**config.mk**
```make
export PLATFORM = sky130hd
export DESIGN_NAME = rvm_shift_arb
export DESIGN_NICKNAME = d
export VERILOG_FILES = /design/src/rtl/rvm_shift_arb.sv
export SDC_FILE = /design/constraint.sdc
export NUM_CORES = 1
export LEC_CHECK = 0
export CAP_MARGIN = 20
export CELL_PAD_IN_SITES_DETAIL_PLACEMENT = 1
export CELL_PAD_IN_SITES_GLOBAL_PLACEMENT = 2
export CORE_MARGIN = 10
export CORE_UTILIZATION = 21
export CTS_CLUSTER_DIAMETER = 80
export CTS_CLUSTER_SIZE = 14
export DETAILED_ROUTE_END_ITERATION = 10
export HOLD_SLACK_MARGIN = 0.05
export PLACE_DENSITY_LB_ADDON = 0.05
export RECOVER_POWER = 50
export SKIP_CTS_REPAIR_TIMING = 1
export SYNTH_ARGS = -nofsm -noshare
export SYNTH_HDL_FRONTEND = slang
export SYNTH_SLANG_ARGS = --single-unit
```
**constraint.sdc**
```tcl
create_clock -name g_clk -period 2.42 [get_ports g_clk]
set_clock_uncertainty 0.2 [all_clocks]
set_input_delay 0.484 -clock g_clk [delete_from_list [all_inputs] [get_ports g_clk]]
set_output_delay 0.484 -clock g_clk [all_outputs]
set_load 0.005 [all_outputs]
```
**src/rtl/rvm_shift_arb.sv**
```systemverilog
// rvm_shift_arb: shares one combinational rvm_shift unit between two requesters.
// Define RVM_SHIFT_ARB_RR_EN for round-robin arbitration; otherwise port 0 has fixed priority.
module rvm_shift_arb (
    input  logic        g_clk,
    input  logic        g_resetn,

    input  logic        req0_valid,
    output logic        req0_ready,
    input  logic [1:0]  req0_op,
    input  logic [31:0] req0_lhs,
    input  logic [4:0]  req0_rhs,

    input  logic        req1_valid,
    output logic        req1_ready,
    input  logic [1:0]  req1_op,
    input  logic [31:0] req1_lhs,
    input  logic [4:0]  req1_rhs,

    output logic        rsp0_valid,
    input  logic        rsp0_ready,
    output logic        rsp1_valid,
    input  logic        rsp1_ready,
    output logic [31:0] rsp_result,

    output logic [1:0]  sh_op,
    output logic [31:0] sh_lhs,
    output logic [4:0]  sh_rhs,
    input  logic        sh_valid,
    input  logic [31:0] sh_result
);

    typedef enum logic [1:0] {
        IDLE = 2'd0,
        EXEC = 2'd1,
        RESP = 2'd2
    } state_t;

    state_t      state_q, state_d;
    logic        owner_q, owner_d;
    logic        last_q, last_d;
    logic [1:0]  op_q, op_d;
    logic [31:0] lhs_q, lhs_d;
    logic [4:0]  rhs_q, rhs_d;
    logic [31:0] result_q, result_d;

    logic        any_req;
    logic        win;
    logic        owner_rsp_ready;

    // Arbitration: win = 1 selects port 1.
    always_comb begin
        any_req = req0_valid | req1_valid;
`ifdef RVM_SHIFT_ARB_RR_EN
        if (req0_valid && req1_valid) begin
            win = ~last_q;
        end else begin
            win = req1_valid;
        end
`else
        win = ~req0_valid & req1_valid;
`endif
    end

    assign owner_rsp_ready = owner_q ? rsp1_ready : rsp0_ready;

    always_comb begin
        state_d    = state_q;
        owner_d    = owner_q;
        last_d     = last_q;
        op_d       = op_q;
        lhs_d      = lhs_q;
        rhs_d      = rhs_q;
        result_d   = result_q;
        req0_ready = 1'b0;
        req1_ready = 1'b0;
        rsp0_valid = 1'b0;
        rsp1_valid = 1'b0;
        sh_op      = 2'b00;
        sh_lhs     = '0;
        sh_rhs     = '0;

        unique case (state_q)
            IDLE: begin
                req0_ready = any_req & ~win;
                req1_ready = any_req & win;
                if (any_req) begin
                    op_d    = win ? req1_op  : req0_op;
                    lhs_d   = win ? req1_lhs : req0_lhs;
                    rhs_d   = win ? req1_rhs : req0_rhs;
                    owner_d = win;
                    last_d  = win;
                    state_d = EXEC;
                end
            end
            EXEC: begin
                sh_op    = op_q;
                sh_lhs   = lhs_q;
                sh_rhs   = rhs_q;
                // A NOP issue yields zero regardless of what the unit drives.
                result_d = sh_valid ? sh_result : '0;
                state_d  = RESP;
            end
            RESP: begin
                rsp0_valid = ~owner_q;
                rsp1_valid = owner_q;
                if (owner_rsp_ready) begin
                    state_d = IDLE;
                end
            end
            default: begin
                state_d = IDLE;
            end
        endcase
    end

    always_ff @(posedge g_clk) begin
        if (!g_resetn) begin
            state_q  <= IDLE;
            owner_q  <= 1'b0;
            last_q   <= 1'b1;
            op_q     <= 2'b00;
            lhs_q    <= '0;
            rhs_q    <= '0;
            result_q <= '0;
        end else begin
            state_q  <= state_d;
            owner_q  <= owner_d;
            last_q   <= last_d;
            op_q     <= op_d;
            lhs_q    <= lhs_d;
            rhs_q    <= rhs_d;
            result_q <= result_d;
        end
    end

    assign rsp_result = result_q;

endmodule

```
==> flow_summary.json <==
{
  "outcome": "finished, final reports clean",
  "vias_per_cell": 4.58,
  "rsz0062_at_grt": "yes",
  "setup_viol": 0,
  "grt_pass1_wl_um": 23500,
  "layout-drive-gt1-share_pct": 8.79,
  "grt_overflow": 0,
  "yosysMostFrequentCell": "nand2_1",
  "synth_top_family_by_area": "simple AND/OR/NAND/NOR gates",
  "initial_core_util_pct": 21.3,
  "clock_latency_ps": 330,
  "power.density_mw_per_mm2": 617,
  "synth_top_area_share_pct": 44.1,
  "synth_largest_area_cell": "dfxtp_1",
  "nets": 726,
  "dpl.hpwl_um": 11100,
  "crit_arrival_ps": 1700,
  "ys_top_cells_by_area": "dfxtp_1 44%, nand2_1 12%, a21oi_1 11%",
  "end_kind": "primary output",
  "cts_buffers": 9,
  "hold_viol": 0,
  "synth_edf_count": 0,
  "dr.first_iter.drc_count": 112,
  "p_leak_uw": 0.00286,
  "cts_root_buf": "clkbuf_16",
  "max-cap-violations": 0,
  "syn-cell-area_mm2": 0.00336,
  "slew_violations": 0,
  "synthFlopType": "dfxtp_1",
  "wl_per_cell_um": 19.0,
  "core_area_mm2": 0.0158,
  "die_w_um": 147,
  "clock_path_buffers": 2,
  "postSynthCellCount": 426,
  "synthXorXnorAreaFrac_pct": 0,
  "port_buffers": 191,
  "drt_pass1_iterations": 4,
  "grt_pass1_vias": 4089,
  "rows": 46,
  "synthAdderAreaFrac_pct": 0,
  "synth_warnings": 0,
  "relSlewSlack_pct": 32.7,
  "synth_seq_cells": 74,
  "synthSimpleGateAreaFrac_pct": 27.0,
  "grt_max_degree": 48,
  "grt_use_total_pct": 14.0,
  "worst_pin_slew_ps": 1010,
  "area_growth_pct": 80.3,
  "finalPower_uw": 3740,
  "antenna_found_initial": 0,
  "clkTransAtPathRegs_ps": 60,
  "fillCellCount": 1838,
  "dieArea_mm2": 0.0215,
  "min_period_ps": 2390,
  "synth_compound_area_share_pct": 22.9,
  "setup_tns_ps": 0,
  "peakVddDrop_v": 0.000314,
  "io_pins": 192,
  "vias": 3803,
  "ant_nets": 0,
  "ys_types": 24,
  "gp_congestion": 0.736,
  "min_path_type": "reg2reg",
  "antenna_cells": 0,
  "die_height_um": 147,
  "critPathMaxFanout": 20,
  "cp-start-kind": "flop",
  "max_freq_mhz": 419,
  "drc": 0,
  "synth_seq_area_share_pct": 44.1,
  "finalNonFillerCells": 830,
  "h-tree-depth": 3,
  "tritoncts": "built",
  "period_share_pct": 98.7,
  "synth_area_per_cell_um2": 7.89,
  "ys_top_cells_by_count": "110 x nand2_1, 74 x dfxtp_1, 73 x a21oi_1",
  "totalWireLength_um": 15800,
  "synth_nets": 543,
  "placed_cells": 810,
  "path_class": "reg2out",
  "synthArstFlopShare_pct": 0,
  "synth.area.mux_share_pct": 0.298,
  "crit_required_ps": 1740,
  "cts_sinks": 74
}
## cell type report
cell class / instances / area [um2] / area share, %
Clock buffer: 11 / 233 / 3.84
Clock inverter: 5 / 103 / 1.69
Inverter: 1 / 3.75 / 0.0620
Multi-Input combinational cell: 308 / 1710 / 28.3
Sequential cell: 74 / 1480 / 24.5
Tap cell: 216 / 270 / 4.46
Timing Repair Buffer: 215 / 2250 / 37.2
## cell usage in the layout, fill, tap and decap left out
cell type / synthesis / layout
a311oi_2: 10 / 10
bufinv_16: 0 / 3
or2_1: 1 / 1
nor2_4: 0 / 1
dlygate4sd3_1: 0 / 33
a311oi_1: 29 / 29
nor3_1: 2 / 2
dlymetal6s2s_1: 0 / 34
clkbuf_16: 0 / 11
buf_12: 0 / 4
clkinv_2: 0 / 1
nand3_1: 32 / 32
and2_1: 40 / 40
and3_1: 1 / 1
buf_4: 0 / 15
a21oi_1: 73 / 73
clkbuf_2: 1 / 3
and3b_1: 1 / 1
and2_4: 1 / 1
dfxtp_2: 0 / 1
clkbuf_1: 28 / 2
nor2b_4: 0 / 2
clkinvlp_4: 0 / 1
dfxtp_1: 74 / 73
nand2_1: 110 / 110
nor3b_1: 1 / 1
nand2b_1: 2 / 1
clkdlybuf4s50_1: 0 / 124
inv_1: 0 / 1
mux2i_1: 1 / 1
nand3b_1: 1 / 1
nand2b_2: 0 / 1
## power by group
part           internal (uW)  switching (uW)  total (uW)
sequential              1330            49.1        1380
clock                   1010             530        1540
combinational            440             385         825
## registers in the layout (all words and copies together) (netlist names)
signal / cells
lhs_q: 32
rsp_result: 32
rhs_q: 5
op_q: 2
state_q: 2
owner_q: 1
## path summary, 6_finish.rpt
kind	end	depth (start not counted)	startpoint	slack, ps
hold reg to reg	rsp_result[29]	2	rsp_result[29]	250
hold / removal	rsp_result[29]	2	rsp_result[29]	250
setup reg to reg	lhs_q[3]	6	state_q[1]	220
setup / recovery	sh_lhs[10]	4	state_q[0]	30
## kinds of logic (layout without fill, tap and decap cells)
| group | Yosys count | in the layout |
|---|---|---|
| DFF | 74 | 74 |
| muxes | 1 | 1 |
| buffers and inverters | 44 | 232 |
| and+or+nand+nor | 195 | 195 |
| AOI/OAI and AO/OA | 112 | 112 |
## worst max-delay path, stage by stage (launching register included)
cell and delay, ps:
dfxtp_2 330, nor2b_4 200, buf_12 160, and2_1 140, clkdlybuf4s50_1 530
## routing by layer
layer	routed length [um]	up-vias	track usage (%)	part of all wire (%)
met3	944	16	4.42	6.0
met2	7770	120	23.4	49
met5	0	-	0	0
met4	246	0	4.85	1.6
li1	-	1845	-	-
met1	6850	1822	16.4	43
## metrics by stage
step	setup WS, ps	utilization (%)	hold WS (ps)	area, um2
after floorplan	718	-	248	3360
after CTS	-129	37.4	255	5900
final	31.4	38.4	248	6060
after detailed placement	-129	35.3	246	5570
after global placement	-130	35.3	237	5570
after global routing	-67.3	38.4	273	6060
Power figures use the tool's default switching activity.
